===== config.mk =====
export PLATFORM = sky130hd
export DESIGN_NAME = bcd_countdown_timer_flat
export DESIGN_NICKNAME = d
export VERILOG_FILES = /design/src/rtl/bcd_countdown_timer_pkg.sv /design/src/rtl/bcd_countdown_timer_if.sv /design/src/rtl/bcd_countdown_timer_bcd_down_digit.sv /design/src/rtl/bcd_countdown_timer.sv /design/src/flat_wrapper.sv
export SDC_FILE = /design/constraint.sdc
export NUM_CORES = 1
export LEC_CHECK = 0
export CAP_MARGIN = 20
export CORE_MARGIN = 2
export CORE_UTILIZATION = 57
export CTS_CLUSTER_SIZE = 30
export DETAILED_ROUTE_END_ITERATION = 8
export PLACE_DENSITY = 0.8
export SLEW_MARGIN = 20
export SYNTH_ARGS = -nofsm -noshare
export SYNTH_HDL_FRONTEND = slang
export SYNTH_SLANG_ARGS = --single-unit

===== constraint.sdc =====
create_clock -name clk -period 2.5 [get_ports clk]
set_clock_uncertainty 0.15 [all_clocks]
set_input_delay 0.5 -clock clk [delete_from_list [all_inputs] [get_ports clk]]
set_output_delay 0.5 -clock clk [all_outputs]
set_load 0.005 [all_outputs]

===== src/rtl/bcd_countdown_timer_pkg.sv =====
// Shared types and constants for the BCD countdown timer: FSM states and
// per-digit wrap values used by the borrow chain.
package timer_pkg;

    typedef enum logic [1:0] {
        IDLE  = 2'd0,
        RUN   = 2'd1,
        PAUSE = 2'd2,
        DONE  = 2'd3
    } timer_state_t;

    localparam int BCD_MAX_UNITS    = 9;
    localparam int BCD_MAX_TENS_SEC = 5;

    // Keypad codes above 9 are not decimal digits and must not enter the register.
    function automatic logic bcd_valid(input logic [3:0] d);
        return d <= 4'd9;
    endfunction

endpackage


===== src/rtl/bcd_countdown_timer_if.sv =====
// Keypad/controller side bundle of the countdown timer: entry and control
// strobes towards the timer, digits and status back.
interface bcd_countdown_timer_if #(
    parameter int MIN_DIGITS = 1
);
    localparam int DW = 4 * (MIN_DIGITS + 2);

    logic          load;
    logic [3:0]    bcd_input;
    logic          start;
    logic          pause;
    logic          cancel;
    logic [DW-1:0] bcd_output;
    logic          running;
    logic          paused;
    logic          zero;
    logic          done;

    modport master (
        output load, bcd_input, start, pause, cancel,
        input  bcd_output, running, paused, zero, done
    );

    modport slave (
        input  load, bcd_input, start, pause, cancel,
        output bcd_output, running, paused, zero, done
    );

endinterface


===== src/rtl/bcd_countdown_timer_bcd_down_digit.sv =====
// One BCD down-counting digit: parallel load has priority over decrement,
// and a decrement from 0 wraps to MAX while raising borrow_out.
module bcd_down_digit #(
    parameter int MAX = 9
) (
    input  logic       clk,
    input  logic       clear,
    input  logic       dec_en,
    input  logic       load_en,
    input  logic [3:0] load_val,
    output logic [3:0] digit,
    output logic       borrow_out,
    output logic       is_zero
);

    localparam logic [3:0] MAX_V = 4'(MAX);

    logic [3:0] digit_reg;

    always_ff @(posedge clk) begin
        if (clear) begin
            digit_reg <= 4'd0;
        end else if (load_en) begin
            digit_reg <= load_val;
        end else if (dec_en) begin
            digit_reg <= (digit_reg == 4'd0) ? MAX_V : digit_reg - 4'd1;
        end
    end

    assign digit      = digit_reg;
    assign is_zero    = (digit_reg == 4'd0);
    assign borrow_out = is_zero && dec_en;

endmodule


===== src/rtl/bcd_countdown_timer.sv =====
// Microwave BCD countdown timer: keypad shift-in entry, run/pause control,
// built-in one-second prescaler and a one-cycle done pulse at 00:00.
module bcd_countdown_timer
    import timer_pkg::*;
#(
    parameter int MIN_DIGITS = 1,
    parameter int TICK_DIV   = 50_000_000
) (
    input  logic               clk,
    input  logic               clear,
    bcd_countdown_timer_if.slave bus
);

    localparam int ND = MIN_DIGITS + 2;
    localparam int DW = 4 * ND;
    localparam int PW = $clog2(TICK_DIV);
    localparam logic [PW-1:0] PRESC_LAST = PW'(TICK_DIV - 1);

    timer_state_t  state_reg;
    logic [PW-1:0] presc_reg;
    logic          running_reg;
    logic          paused_reg;
    logic          done_reg;

    logic [ND-1:0][3:0] digits;
    logic [ND-1:0]      dig_zero;
    logic [ND-1:0]      borrow;
    logic [DW-1:0]      digits_flat;

    logic zero;
    logic entry_state;
    logic tick;
    logic tick_dec;
    logic terminal;
    logic floor_hit;
    logic pause_act;
    logic start_act;
    logic load_act;
    logic digit_load;
    logic load_zero;

    // Resolve the strobes in priority order: cancel > pause > start > load.
    always_comb begin
        zero        = &dig_zero;
        entry_state = (state_reg == IDLE) || (state_reg == DONE);
        tick        = (state_reg == RUN) && (presc_reg == PRESC_LAST);
        tick_dec    = tick && !bus.cancel;
        terminal    = (digits[0] == 4'd1) && (&dig_zero[ND-1:1]);
        floor_hit   = borrow[ND-1];
        pause_act   = !bus.cancel && bus.pause && (state_reg == RUN);
        start_act   = !bus.cancel && !pause_act && bus.start &&
                      ((entry_state && !zero) || (state_reg == PAUSE));
        load_act    = !bus.cancel && !start_act && bus.load && entry_state &&
                      bcd_valid(bus.bcd_input);
        // A borrow out of the top digit means the register was already zero:
        // reload zeros instead of wrapping to 99:59.
        load_zero   = bus.cancel || floor_hit;
        digit_load  = load_zero || load_act;
    end

    for (genvar gi = 0; gi < ND; gi++) begin : g_digit
        localparam int DMAX = (gi == 1) ? BCD_MAX_TENS_SEC : BCD_MAX_UNITS;

        logic [3:0] shift_in;
        logic       dec_in;

        if (gi == 0) begin : g_lsd
            assign shift_in = bus.bcd_input;
            assign dec_in   = tick_dec;
        end else begin : g_upper
            assign shift_in = digits[gi-1];
            assign dec_in   = borrow[gi-1];
        end

        bcd_down_digit #(
            .MAX(DMAX)
        ) u_digit (
            .clk       (clk),
            .clear     (clear),
            .dec_en    (dec_in),
            .load_en   (digit_load),
            .load_val  (load_zero ? 4'd0 : shift_in),
            .digit     (digits[gi]),
            .borrow_out(borrow[gi]),
            .is_zero   (dig_zero[gi])
        );
    end

    always_ff @(posedge clk) begin
        if (clear) begin
            state_reg   <= IDLE;
            presc_reg   <= '0;
            running_reg <= 1'b0;
            paused_reg  <= 1'b0;
            done_reg    <= 1'b0;
        end else begin
            done_reg <= 1'b0;
            if (bus.cancel) begin
                state_reg   <= IDLE;
                presc_reg   <= '0;
                running_reg <= 1'b0;
                paused_reg  <= 1'b0;
            end else begin
                case (state_reg)
                    IDLE, DONE: begin
                        if (start_act) begin
                            state_reg   <= RUN;
                            presc_reg   <= '0;
                            running_reg <= 1'b1;
                            paused_reg  <= 1'b0;
                        end else if (load_act) begin
                            state_reg <= IDLE;
                        end
                    end
                    RUN: begin
                        // The prescaler advances on every RUN cycle, including
                        // the one in which pause is sampled.
                        presc_reg <= tick ? '0 : presc_reg + PW'(1);
                        if (tick && terminal) begin
                            state_reg   <= DONE;
                            running_reg <= 1'b0;
                            done_reg    <= 1'b1;
                        end else if (pause_act) begin
                            state_reg   <= PAUSE;
                            running_reg <= 1'b0;
                            paused_reg  <= 1'b1;
                        end
                    end
                    PAUSE: begin
                        if (start_act) begin
                            state_reg   <= RUN;
                            running_reg <= 1'b1;
                            paused_reg  <= 1'b0;
                        end
                    end
                    default: begin
                        state_reg   <= IDLE;
                        running_reg <= 1'b0;
                        paused_reg  <= 1'b0;
                    end
                endcase
            end
        end
    end

    assign digits_flat    = digits;
    assign bus.bcd_output = digits_flat;
    assign bus.running    = running_reg;
    assign bus.paused     = paused_reg;
    assign bus.zero       = zero;
    assign bus.done       = done_reg;

endmodule


===== src/flat_wrapper.sv =====
// flat-port wrapper written by rule: the top's interface ports become plain ports
module bcd_countdown_timer_flat import timer_pkg::*;
#(
    parameter int MIN_DIGITS = 1,
    parameter int TICK_DIV   = 50_000_000
)
  (clk, clear, bus_load, bus_bcd_input, bus_start, bus_pause, bus_cancel, bus_bcd_output, bus_running, bus_paused, bus_zero, bus_done);
  bcd_countdown_timer_if #(.MIN_DIGITS(MIN_DIGITS)) bus_i ();
  input  logic clk;
  input  logic clear;
  input wire logic [$bits(bus_i.load)-1:0] bus_load;
  input wire logic [$bits(bus_i.bcd_input)-1:0] bus_bcd_input;
  input wire logic [$bits(bus_i.start)-1:0] bus_start;
  input wire logic [$bits(bus_i.pause)-1:0] bus_pause;
  input wire logic [$bits(bus_i.cancel)-1:0] bus_cancel;
  output wire logic [$bits(bus_i.bcd_output)-1:0] bus_bcd_output;
  output wire logic [$bits(bus_i.running)-1:0] bus_running;
  output wire logic [$bits(bus_i.paused)-1:0] bus_paused;
  output wire logic [$bits(bus_i.zero)-1:0] bus_zero;
  output wire logic [$bits(bus_i.done)-1:0] bus_done;
  assign bus_i.load = bus_load;
  assign bus_i.bcd_input = bus_bcd_input;
  assign bus_i.start = bus_start;
  assign bus_i.pause = bus_pause;
  assign bus_i.cancel = bus_cancel;
  assign bus_bcd_output = bus_i.bcd_output;
  assign bus_running = bus_i.running;
  assign bus_paused = bus_i.paused;
  assign bus_zero = bus_i.zero;
  assign bus_done = bus_i.done;
  bcd_countdown_timer #(.MIN_DIGITS(MIN_DIGITS), .TICK_DIV(TICK_DIV)) u_core (.clk(clk), .clear(clear), .bus(bus_i));
endmodule

# --- Word-level counts from Yosys, hierarchy flattened ---
# Index checks and enable logic that the tools add are counted.
word_totals:
  wordCells: 99
  inputBits: 10
  output_inout_bits: 16
  register_bits: 43
op_classes:
  n_bitwise: 1
  reduce_logical: 43
  n_mux: 30
  eq_ne: 12
  magnitude_cmp: 1
  addsub: 4
ops:
  columns: ["cell", "count"]
  rows:
  - ["26-bit 2-to-1 mux", 2]
  - ["26-bit one-hot mux with 2 select lines", 1]
  - ["4-bit 2-to-1 mux", 12]
  - ["26-bit by 1-bit adder with 26-bit output (second input constant)", 1]
  - ["26-bit equality test (second input constant)", 1]
  - ["1-bit logical AND", 17]
  - ["4-bit zero test", 3]
  - ["4-bit by 1-bit subtractor with 4-bit output (second input constant)", 3]
  - ["2-bit 2-to-1 mux", 5]
  - ["3-bit AND reduction", 3]
  - ["2-bit by 1-bit != test with 1-bit output (second input constant)", 4]
  - ["2-bit nonzero test", 4]
  - ["1-bit 2-to-1 mux", 7]
  - ["2-bit one-hot mux with 3 select lines", 1]
  - ["2-bit AND reduction", 3]
  - ["3-bit OR reduction", 2]
  - ["2-bit equality test (second input constant)", 2]
  - ["4-bit by 1-bit equality test with 1-bit output (second input constant)", 1]
  - ["4-bit <= comparator (second input constant)", 1]
  - ["1-bit zero test", 4]
  - ["1-bit logical OR", 4]
  - ["1-bit one-hot mux with 2 select lines", 2]
  - ["2-bit OR reduction", 2]
  - ["3-bit by 1-bit != test with 1-bit output (second input constant)", 1]
  - ["5 further kinds", 5]

# --- Logic depth before layout (Yosys ltp) ---
logic_depth:
  depth_word: 15
  depth_mapped: 10
  depth_no_buf: 7

# --- Hierarchy ---
# From an unflattened synthesis, not the netlist that was laid out.
unflattened:
  cells_unflattened: 301
  area_unflattened_um2: 2593.7
by_module_without_submodules:
  columns: ["module", "area_each_um2", "seq_area_each_um2", "cells_per_inst", "n_inst"]
  rows:
  - ["bcd_countdown_timer", 1896.8, 620.6, 223, 1]
  - ["bcd_down_digit (u_core.g_digit[0].u_digit ...)", 234.0, 80.1, 26, 2]
  - ["bcd_down_digit (u_core.g_digit[1].u_digit)", 229.0, 80.1, 26, 1]

# --- Least setup slack after synthesis ---
# No wires, ideal clock.
synth_path:
  path_kind: "register to register"
  start: "register u_core.state_reg[0]"
  end: "register u_core.g_digit[2].u_digit.digit_reg[2]"
  required_time_ns: 2.233
  path_slack_ns: 0.236
  period_less_slack_ns: 2.264
  setup_time_ns: 0.117
  t_arrival_ns: 1.997
  n_path_buf: 1
  path_stages_with_launch: 9
  cell_sequence: "dfxtp_1 > inv_1 > ha_1 > nor2_1 > nor4bb_1 > clkbuf_1 > a22oi_1 > or2_2 > a32o_1"
synth_between:
  elab_chain_cells: 13
  elab_cells_between_ends: 27
  classes_between: "3 x eq/ne; 2 x mux; 22 x reduce/logical"
synth_rtl:
  columns: ["element", "line", "rtl"]
  rows:
  - ["from (decl)", "bcd_countdown_timer.sv:19", "timer_state_t state_reg;"]
  - ["from (signal assigned)", "bcd_countdown_timer.sv:91", "state_reg <= IDLE;"]
  - ["from (signal assigned)", "bcd_countdown_timer.sv:99", "state_reg <= IDLE;"]
  - ["from (signal assigned)", "bcd_countdown_timer.sv:107", "state_reg <= RUN;"]
  - ["2-bit by 1-bit equality test with 1-bit output", "bcd_countdown_timer.sv:46, bcd_countdown_timer.sv:50", null]
  - ["1-bit logical AND", "bcd_countdown_timer.sv:50", "pause_act = !bus.cancel && bus.pause && (state_reg == RUN);"]
  - ["1-bit zero test", "bcd_countdown_timer.sv:51", "start_act = !bus.cancel && !pause_act && bus.start &&"]
  - ["1-bit logical AND (3 in a row)", "bcd_countdown_timer.sv:51", null]
  - ["1-bit zero test", "bcd_countdown_timer.sv:53", "load_act = !bus.cancel && !start_act && bus.load && entry_state &&"]
  - ["1-bit logical AND (4 in a row)", "bcd_countdown_timer.sv:53", null]
  - ["1-bit logical OR", "bcd_countdown_timer.sv:58", "digit_load = load_zero || load_act;"]
  - ["4-bit 2-to-1 mux / 2-bit nonzero test (equally long branches)", null, null]
  - ["to (signal assigned)", "bcd_countdown_timer_bcd_down_digit.sv:24", "digit_reg <= load_val;"]
  - ["to (signal assigned)", "bcd_countdown_timer_bcd_down_digit.sv:26", "digit_reg <= (digit_reg == 4'd0) ? MAX_V : digit_reg - 4'd1;"]
  - ["to (decl)", "bcd_countdown_timer_bcd_down_digit.sv:18", "logic [3:0] digit_reg;"]
# Several ways; a longest one is shown, not always the timed one.
# A chain may end at the register's enable or synchronous reset.

# --- Worst setup path after layout ---
layout_path:
  start: "register u_core.g_digit[2].u_digit.digit_reg[2]"
  end: "output bus_zero"
layout_between:
  elab_chain_cells: 2
layout_rtl:
  columns: ["element", "line", "rtl"]
  rows:
  - ["4-bit zero test", "bcd_countdown_timer_bcd_down_digit.sv:31", "assign is_zero = (digit_reg == 4'd0);"]
  - ["3-bit AND reduction", "bcd_countdown_timer.sv:44", "zero = &dig_zero;"]
  - ["to (decl)", "flat_wrapper.sv:19", "output wire logic [$bits(bus_i.zero)-1:0] bus_zero;"]
# Every way passes these cells.

==> impl_metrics.ini <==
[outcome]
status = complete, no violations

[synthesis]
yosysWarnings = 0
synth_fp_nets = 357
yosysTopAreaCellShare_pct = 31.8
synth-edff-count = 0
avgSynthCellArea_sq_um = 7.87
synth_ff_type = dfxtp_1
seq_area_frac_synth_pct = 31.8
ys_async_sr_fraction_pct = 0
ys_types = 58
synth.area.top_cells = dfxtp_1 32%, a21oi_1 6.7%, nand2_1 4.7%
synthMostInstantiatedCell = dfxtp_1
yosysTopAreaCell = dfxtp_1
syn_area_sq_um = 2710
ys_ff_latch = 43
yosys-top-cells-count = 43 x dfxtp_1, 36 x a21oi_1, 34 x nand2_1
syn_inst = 344

[die]
ioPinCount = 26
rows = 25
dieHeight_um = 72.9
dieArea_sq_um = 5320
core_sq_um = 4660
initial_utilization_pct = 58.1
die_w_um = 72.9

[final_layout]
design_area_sq_um = 3390
fill_cells = 383
diodes = 0
nets = 415
drive_gt1_share_pct = 17.1
syn2layout_area_growth_pct = 25.3
largest_reg_flops = 26

[grt]
grt_pass1_wl_um = 12600
grt_max_degree = 39
grt_usage_pct = 29.7
grt_overflow = 0
antenna_found_initial = 0
first_global_vias = 2782

[clocking]
clk_pin_slew_ns = 0.08
cts_tree = built
numCtsBuffers = 5
cts_sinks = 43
clockRootBuffer = clkbuf_8
cts_buffer_depth = 2
htreeDepth = 2
clk-insertion-delay-late_ns = 0.30

[route]
routed_wl_um = 7560
drtPass1Iterations = 7
drcViolationCount = 0
antenna_left = 0
wl_per_cell_um = 16.5
drt-initial-drc-count = 251
vias = 3011
via_per_inst = 6.59

[sta]
post-route-worst-setup-slack_ns = 0.0319
hold_viol = 0
drv_slew = 0
maxSlewHeadroom_pct = 64.6
clock.fmax_mhz = 405
fin_crit_ns = 2.47
rsz0062_at_grt = yes
finalCritPeriodShare_pct = 98.7
finalSetupViolCount = 0
tightest_slew_ns = 0.531

[worst_setup_path]
crit_arrival_ns = 1.82
critPathKind = flip-flop to output port
start_kind = flip-flop
crit_path_end_kind = output port
required_ns = 1.85
critPathMaxFanout = 6

[power]
power_leakage_nw = 1.12
max-vdd-ir-drop_v = 0.000279
p_per_area_nw_per_um2 = 449
finalPower_mw = 1.52

[place]
globalplace.congestion = 0.926
dp_hpwl_um = 5520
dpl-instance-area_sq_um = 3240
place_ws_ns = -0.0633
io_buffers = 25

[job]
maxCapViolCount = 0

[worst_hold_path]
hold_path.class = flip-flop to flip-flop
-- routing by layer --
layer  wire, um  track usage (%)
met5          0                0
met4        198             12.3
met3        512             4.56
met2       3670             49.0
met1       3170             38.8
-- cell type report --
| class | instances | area, sq um | share of cell area (%) |
|---|---|---|---|
| Multi-Input combinational cell | 266 | 1720 | 50.7 |
| Sequential cell | 43 | 862 | 25.4 |
| Timing Repair Buffer | 69 | 581 | 17.1 |
| Clock buffer | 8 | 100 | 2.95 |
| Tap cell | 54 | 67.6 | 1.99 |
| Inverter | 17 | 63.8 | 1.88 |
-- worst paths after layout --
path	slack [ns]	cells past startpoint	to	startpoint
hold / removal	0.34	2	u_core.bus.running	u_core.bus.running
hold reg to reg	0.34	2	u_core.bus.running	u_core.bus.running
setup reg to reg	0.19	8	u_core.g_digit[2].u_digit.digit[0]	u_core.state_reg[1]
setup / recovery	0.03	4	bus_zero	u_core.g_digit[2].u_digit.digit[2]
-- cell usage in the layout (no fill, tap or decap), types with 6 or more instances in the layout --
cell type / Yosys / layout
a21oi_1: 36 / 36
and4_1: 6 / 6
buf_4: 2 / 44
clkbuf_8: 0 / 7
clkdlybuf4s50_1: 0 / 25
dfxtp_1: 43 / 42
inv_1: 16 / 16
nand2_1: 34 / 34
nand3_1: 22 / 22
nand4_1: 11 / 11
nor2_1: 14 / 14
nor3_1: 10 / 10
nor4_1: 7 / 6
o21ai_0: 15 / 15
o31ai_1: 11 / 11
or3_1: 7 / 7
or4_1: 12 / 12
-- power breakdown --
group | total [mW] | switching [mW] | internal, mW
clock | 0.495 | 0.242 | 0.253
combinational | 0.321 | 0.169 | 0.152
sequential | 0.709 | 0.0157 | 0.694
-- worst max-delay path, stage by stage, from the launching register on --
cell	delay, ns
dfxtp_2	0.36
nor4_4	0.27
buf_4	0.17
and3_1	0.21
clkdlybuf4s50_1	0.51
-- kinds of logic (layout without fill, tap and decap cells) --
kind of cell	count (synthesis)	count (layout)	synth area share (%)
adder cells (fa/ha/maj)	3	3	1.39
AO/OA/AOI/OAI	107	107	26.3
XOR/XNOR	1	1	0.323
buffers and inverters	35	94	6.05
AND/OR/NAND/NOR	150	150	32.3
multiplexers	5	5	1.89
flip-flops	43	43	31.8
-- stage by stage --
step,setup TNS [ns],cells,utilization [%],hold WS (ns)
detailed placement,-0.353,447,69.6,0.328
CTS,0,457,72.0,0.337
floorplan,0,344,-,0.298
finish,0,457,72.8,0.343
global placement,-0.0311,447,69.6,0.314
global route,-0.0277,457,72.8,0.359
-- repair_timing --
action	CTS	global route
hold buffers	0	0
setup buffers	2	0
gates resized for setup	0	7
setup endpoints to repair	1	16
pin swaps	1	3
Note: power is estimated with default switching activity, not from simulation.
